<file path="config.mk">
export PLATFORM = sky130hd
export DESIGN_NAME = branch_predictor
export DESIGN_NICKNAME = d
export VERILOG_FILES = /design/src/rtl/bp_pkg.sv /design/src/rtl/bp_sat_counter.sv /design/src/rtl/branch_predictor.sv
export SDC_FILE = /design/constraint.sdc
export NUM_CORES = 2
export LEC_CHECK = 0
export CORE_UTILIZATION = 30
export DETAILED_ROUTE_END_ITERATION = 10
export PLACE_DENSITY = 0.48
export SETUP_SLACK_MARGIN = 0.5
export SKIP_CTS_REPAIR_TIMING = 1
export SLEW_MARGIN = 15
export SYNTH_ARGS = -nofsm -noshare
export SYNTH_HDL_FRONTEND = slang
export SYNTH_SLANG_ARGS = --single-unit
</file>
<file path="constraint.sdc">
create_clock -name clk -period 18.9 [get_ports clk]
set_input_delay 2.835 -clock clk [delete_from_list [all_inputs] [get_ports clk]]
set_output_delay 2.835 -clock clk [all_outputs]
set_load 0.005 [all_outputs]
</file>
<file path="src/rtl/bp_pkg.sv">
// bp_pkg: shared 2-bit counter states and reset value for the branch predictor
package bp_pkg;
  typedef logic [1:0] bp_ctr_t;
  localparam bp_ctr_t BP_SNT = 2'b00;
  localparam bp_ctr_t BP_WNT = 2'b01;
  localparam bp_ctr_t BP_WT = 2'b10;
  localparam bp_ctr_t BP_ST = 2'b11;
  localparam bp_ctr_t BP_CTR_INIT = BP_WNT;
endpackage

</file>
<file path="src/rtl/bp_sat_counter.sv">
// bp_sat_counter: combinational 2-bit saturating counter next state
// Ports: i_ctr current state, i_taken resolved outcome, o_ctr next state.
module bp_sat_counter
  import bp_pkg::*;
(
  input  bp_ctr_t i_ctr,
  input  logic    i_taken,
  output bp_ctr_t o_ctr
);
  always_comb o_ctr = i_taken ? ((i_ctr == BP_ST) ? BP_ST : i_ctr + 2'd1)
                              : ((i_ctr == BP_SNT) ? BP_SNT : i_ctr - 2'd1);
endmodule

</file>
<file path="src/rtl/branch_predictor.sv">
// branch_predictor: bimodal 2-bit counter table plus direct-mapped BTB
// Ports: clk/rst (async, active-high); fetch_pc -> prediction, pred_target
// (combinational lookup); upd_* resolved branch feedback from execute;
// perf_branches/perf_mispredicts present only when BP_PERF_EN is defined.
module branch_predictor
  import bp_pkg::*;
#(
  parameter int INDEX_BITS = 6,
  parameter int XLEN = 32
) (
  input  logic            clk,
  input  logic            rst,
  input  logic [XLEN-1:0] fetch_pc,
  output logic            prediction,
  output logic [XLEN-1:0] pred_target,
  input  logic            upd_valid,
  input  logic [XLEN-1:0] upd_pc,
  input  logic            upd_taken,
  input  logic [XLEN-1:0] upd_target,
  input  logic            upd_mispredict
`ifdef BP_PERF_EN
  ,
  output logic [31:0]     perf_branches,
  output logic [31:0]     perf_mispredicts
`endif
);
  localparam int N = 1 << INDEX_BITS;
  localparam int TW = XLEN - INDEX_BITS - 2;
  bp_ctr_t r_ctr [N];
  logic [N-1:0] r_valid;
  logic [TW-1:0] r_tag [N];
  logic [XLEN-1:0] r_target [N];
  logic [INDEX_BITS-1:0] w_fidx, w_uidx;
  logic w_fhit, w_uhit, w_unused;
  bp_ctr_t w_ctr_inc, w_ctr_new;
  assign w_fidx = fetch_pc[INDEX_BITS+1:2];
  assign w_uidx = upd_pc[INDEX_BITS+1:2];
  assign w_fhit = r_valid[w_fidx] && (r_tag[w_fidx] == fetch_pc[XLEN-1:INDEX_BITS+2]);
  assign w_uhit = r_valid[w_uidx] && (r_tag[w_uidx] == upd_pc[XLEN-1:INDEX_BITS+2]);
  assign prediction = r_ctr[w_fidx][1] && w_fhit;
  assign pred_target = prediction ? r_target[w_fidx] : '0;
  assign w_unused = ^{fetch_pc[1:0], upd_pc[1:0], upd_mispredict};
  bp_sat_counter u_ctr (
    .i_ctr  (r_ctr[w_uidx]),
    .i_taken(upd_taken),
    .o_ctr  (w_ctr_inc)
  );
  // a taken branch claiming an entry owned by another PC restarts at weak-taken
  assign w_ctr_new = (upd_taken && !w_uhit) ? BP_WT : w_ctr_inc;
  always_ff @(posedge clk or posedge rst)
    if (rst) begin
      for (int k = 0; k < N; k++) r_ctr[k] <= BP_CTR_INIT;
      r_valid <= '0;
    end else if (upd_valid) begin
      r_ctr[w_uidx] <= w_ctr_new;
      if (upd_taken) r_valid[w_uidx] <= 1'b1;
    end
  always_ff @(posedge clk)
    if (!rst && upd_valid && upd_taken) begin
      r_tag[w_uidx] <= upd_pc[XLEN-1:INDEX_BITS+2];
      r_target[w_uidx] <= upd_target;
    end
`ifdef BP_PERF_EN
  always_ff @(posedge clk or posedge rst)
    if (rst) begin
      perf_branches <= '0;
      perf_mispredicts <= '0;
    end else if (upd_valid) begin
      perf_branches <= perf_branches + 32'd1;
      if (upd_mispredict) perf_mispredicts <= perf_mispredicts + 32'd1;
    end
`endif
endmodule

</file>
== After elaboration in Yosys (flattened, before gate mapping) ==
Memories as Yosys holds them, arrays and structs flattened.
Cells that the tools add are included.

* Register bits after elaboration: 192
* RAM bits: 3584
* Logic and storage cells: 115
* Memories kept: 2

* Add/subtract/negate cells: 2
* $lt $le $gt $ge: 6
* Equality and inequality tests: 3
* Muxes and demuxes: 22
* Bitwise logic cells: 3
* Reduce and logical (&&, ||, !) cells: 12

{| class="wikitable"
|+ Memory list
! memory !! depth !! width !! rd ports !! clocked after Yosys merged registers in !! write ports !! line !! RTL
|-
| r_target || 64 || 32 || 1 || 0 || 1 || branch_predictor.sv:32 || <nowiki>logic [XLEN-1:0] r_target [N];</nowiki>
|-
| r_tag || 64 || 24 || 2 || 0 || 1 || branch_predictor.sv:31 || <nowiki>logic [TW-1:0] r_tag [N];</nowiki>
|}

{| class="wikitable"
|+ Operator list
! operator !! count
|-
| $bwmux W128 || 1
|-
| $or A64 B64 Y64 || 1
|-
| $eq A24 B24 Y1 || 2
|-
| $mux W32 || 1
|-
| $bmux W2 S6 || 2
|-
| $mux W2 || 9
|-
| $ge A7 B7 Y1 const B || 2
|-
| $lt A6 B7 Y1 const B || 2
|-
| $not A6 Y7 || 2
|-
| $bmux W1 S6 || 2
|-
| $demux W2 S6 || 1
|-
| $logic_and A1 B1 Y1 || 8
|-
| $lt A7 B1 Y1 const B || 1
|-
| $demux W1 S6 || 1
|-
| $ge A6 B1 Y1 const B || 1
|-
| $mux W1 || 5
|-
| $add A2 B1 Y2 const B || 1
|-
| $eq A2 B2 Y1 const B || 1
|-
| $logic_not A1 Y1 || 2
|-
| $logic_not A2 Y1 || 1
|-
| $reduce_and A2 Y1 || 1
|-
| $sub A2 B1 Y2 const B || 1
|}

== Longest topological paths before layout ==
* Depth after elaboration: 9
* Gate-level depth with buffers: 18

== Hierarchy ==
A second synthesis with hierarchy kept.

* Cell total of the unflattened synthesis: 7626
* Area total of the unflattened synthesis: 159543.0 um^2

{| class="wikitable"
|+ By module, submodules not included
! module !! instances !! cells each !! area each (um^2) !! sequential area each (um^2)
|-
| branch_predictor || 1 || 7623 || 159516.7 || 112507.9
|-
| bp_sat_counter || 1 || 3 || 26.3 || 0.0
|}

== Worst setup path before layout ==
No wires, ideal clock.

* Kind: input to register
* Start: input rst
* End: memory r_tag[10][0] (netlist name), enable pin
* Setup time: 470 ps
* Data arrival time: 10429 ps
* Setup slack: 8001 ps
* Cell stages on the path: 4
* Buffers on the path: 1
* Cells stage by stage: inv_1 nand2_1 clkbuf_1 nor2_1

* Longest elaborated chain between the ends: 5

{| class="wikitable"
|+ Ends and longest elaborated chain
! item !! line !! RTL
|-
| start, declared || branch_predictor.sv:12 || <nowiki>input logic rst,</nowiki>
|-
| $logic_not A1 Y1 || branch_predictor.sv:59 || <nowiki>if (!rst && upd_valid && upd_taken) begin</nowiki>
|-
| $logic_and A1 B1 Y1 (2 in a row) || branch_predictor.sv:59 ||
|-
| $mux W1 || branch_predictor.sv:59 ||
|-
| $mux W1 (not written as such) || branch_predictor.sv:60 || <nowiki>r_tag[w_uidx] <= upd_pc[XLEN-1:INDEX_BITS+2];</nowiki>
|-
| end, declared || branch_predictor.sv:31 ||
|}

No other way between the ends.

== Worst setup path in the final report ==
* Start: input fetch_pc[3]
* End: output pred_target[23]

* Longest elaborated chain between the ends: 6

{| class="wikitable"
|+ Ends and longest elaborated chain
! item !! line !! RTL
|-
| start, declared || branch_predictor.sv:13 || <nowiki>input logic [XLEN-1:0] fetch_pc,</nowiki>
|-
| parallel branches: the longest is 5 deep, another holds $mem_v2 Z64 W24 || - ||
|-
| $mux W32 (*) || branch_predictor.sv:41 || <nowiki>assign pred_target = prediction ? r_target[w_fidx] : '0;</nowiki>
|-
| end, declared || branch_predictor.sv:15 || <nowiki>output logic [XLEN-1:0] pred_target,</nowiki>
|}

Every way passes the cells marked *. The select of a mux whose other input is x is not followed.

==> metrics.csv <==
stage;metric;value;unit
finish;n_fill_cell;49203;
clocking;cts.clk_slew.worst_paths;0.06;ns
worst_setup_path;path_cells;buf_8 > buf_4 > buf_4 > mux4_2 > mux4_2 > nand2_1 > nand2_1 > a21oi_1 > xnor2_1 > nor4_2 > nand4_1 > buf_4 > nor4_1 > clkdlybuf4s50_1;
place;gp_congestion;0.833;
synthesis;yosysWarnings;0;
power;power_density;99.7;mW/mm^2
drt;viasPerCell;5.84;
synthesis;synth.area.mux_share;21.3;%
worst_setup_path;r2r_cells;9;
worst_setup_path;cp.required;16.07;ns
sta;final.min_clock_period;12.56;ns
floorplanning;coreArea;0.530;sq mm
synthesis;yosysSeqAreaShare;70.3;%
clocking;h-tree-depth;5;
finish;nets;8369;
worst_setup_path;crit_type;in2out;
floorplanning;row_count;267;
synthesis;synth_edf_count;3584;
synthesis;synth_top_area_cell;edfxtp_1;
sta;setup-tns-final;0;ns
hold_path;hp-class;reg2reg;
drt;drtIter0Drc;12602;
place;numPortBuffers;128;
worst_setup_path;reg2reg_slack;13.88;ns
sta;timing.final.crit_share;66.5;%
synthesis;synth_flop_cell;edfxtp_1;
worst_setup_path;cp_common_cell;buf_4;
sta;skew;0.0414;ns
floorplanning;ios;134;
sta;finalMaxSlewViolations;0;
clocking;clock_sinks;3776;
drt;wl_per_cell;38.7;um
finish;synthToLayoutAreaGrowth;14.5;%
synthesis;synth_compound_area_share;3.36;%
synthesis;yosys-top-cells-count;edfxtp_1, mux4_2, nand2_1;
drt;dr.pass1.iters;6;
synthesis;synthTopCellsByArea;edfxtp_1, mux4_2, mux2i_1;
synthesis;yosys.area_share.adder;0;%
synthesis;async_reset_ff_share;5.08;%
clocking;cts_tree;built;
sta;max_slew_margin;13.4;%
flow_run;maxCapViolCount;0;
synthesis;synth_simple_gate_area_share;3.15;%
sta;setup_viol;0;
drt;drc_errors;0;
power;total_power;18300;uW
drt;vias;91027;
global_routing;grt.overflow.total;0;
power;leakagePower;0.0575;uW
synthesis;syn-num-nets;8085;
place;post-dp-hpwl;319000;um
global_routing;grt_pass1_wl;809000;um
worst_setup_path;cp-start-kind;input port;
global_routing;grt_antenna_before_repair;63;
drt;finalWirelength;604000;um
drt;antenna_left;0;
floorplanning;die_area;0.537;sq mm
synthesis;ys_seq_elements;3776;
synthesis;synth_area;0.160;sq mm
worst_setup_path;critPathArrivalTime;9.73;ns
hold_path;whs_path_depth;1;
worst_setup_path;worstSetupEndpointType;output port;
sta;hold_ws;0.477;ns
synthesis;synthMostInstantiatedCell;edfxtp_1;
synthesis;synth_top_family_by_area;multiplexers;
global_routing;grt_pass1_vias;90833;
clocking;cts_buffers;405;
clocking;clk_latency;1.02;ns
clocking;clockBufferDepth;4;
floorplanning;dieHeight;733;um
sta;tightestPinTransition;1.30;ns
worst_setup_path;slowest_stage;buf_4;
synthesis;synthCells;7984;
floorplanning;die_x;733;um
global_routing;grt_max_degree;100;
sta;finalHoldViolCount;0;
worst_setup_path;slowest_delay;0.90;ns
run_status;status;finished clean;
floorplanning;start_util;30.2;%
global_routing;grt_usage;21.9;%
synthesis;synth_top_cell_area_share;67.2;%
sta;rsz0062_at_grt;no;
power;vdd_drop_max;0.0740;mV
sta;clock.fmax;79.6;MHz
clocking;cts_root_buf;clkbuf_16;
worst_setup_path;critPathMaxFanout;91;
synthesis;syn_avg_cell_area;20.1;sq um
synthesis;synth_xor_area_share;0.235;%
finish;drive_gt1_share;29.1;%
synthesis;ys_types;82;
[logic make-up after synthesis]
family / after synthesis
AOI/OAI and AO/OA: 778
xor gates and xnor gates: 43
buffers and inverters: 568
DFF: 3776
muxes: 1745
and+or+nand+nor: 1074
[state kept, by name, summed over array words and instances (netlist names)]
register and flops:
r_tag 1536, r_ctr 128, r_valid 64, r_target 2048
[final timing paths]
| path | from | to |
|---|---|---|
| setup reg to reg | r_tag[59][5] | r_ctr[0] |
| max in group asynchronous | rst | r_ctr[93] |
| hold / removal | r_valid[0] | r_valid[0] |
| min in group asynchronous | rst | r_valid[63] |
| hold reg to reg | r_valid[0] | r_valid[0] |
| setup / recovery | fetch_pc[3] | pred_target[23] |
[routing by layer]
layer	part of all wire, %	global-route usage (%)	wire length [um]
met2	46	34.1	277000
met5	0.025	0	149
met1	41	30.4	249000
met4	4.2	8.07	25400
met3	8.7	4.25	52400
[placed cells by master (no fill, tap or decap), drive strengths merged, types with 66 or more instances in the layout]
cell type	n
buf	373
a21o	66
o21ai	147
clkinv	152
nand2	399
mux4	1328
edfxtp	3584
clkbuf	524
a21oi	133
a22oi	178
nand3	119
nor2	293
mux2i	370
dfrtp	128
[area by class of cell]
class | instances | area (sq um) | share of cell area [%]
repair buffers | 434 | 3650 | 1.99
clock buffers | 524 | 10900 | 5.97
inverters | 11 | 61.3 | 0.0335
clock inverters | 195 | 1620 | 0.886
well taps | 6994 | 8750 | 4.77
flip-flops and latches | 3776 | 113000 | 61.4
multi-input cells | 3640 | 45700 | 24.9
diodes | 13 | 32.5 | 0.0178
[metrics by stage]
| step | util, % | area (sq um) | setup slack [ns] | std cells |
|---|---|---|---|---|
| floorplan | - | 160000 | 8.00 | 7984 |
| global placement | 32.2 | 171000 | 6.28 | 14852 |
| detailed placement | 32.2 | 171000 | 6.19 | 14853 |
| CTS | 34.6 | 183000 | 6.16 | 15572 |
| global route | 34.6 | 183000 | 6.16 | 15579 |
| finish | 34.6 | 183000 | 6.34 | 15587 |
[worst max-delay path, delay by kind of cell]
| kind | cells | cell delay [ns] |
|---|---|---|
| buf+inv | 5 | 3.09 |
| mux | 2 | 0.95 |
| simple gates | 5 | 1.78 |
| xor+xnor | 1 | 0.16 |
| compound gates | 1 | 0.37 |
[where the power goes]
part           internal, uW  switching, uW  total (uW)
Sequential             9260           56.2        9310
Combinational           467            776        1240
Clock                  4340           3380        7720
Power figures use the tool's default switching activity.
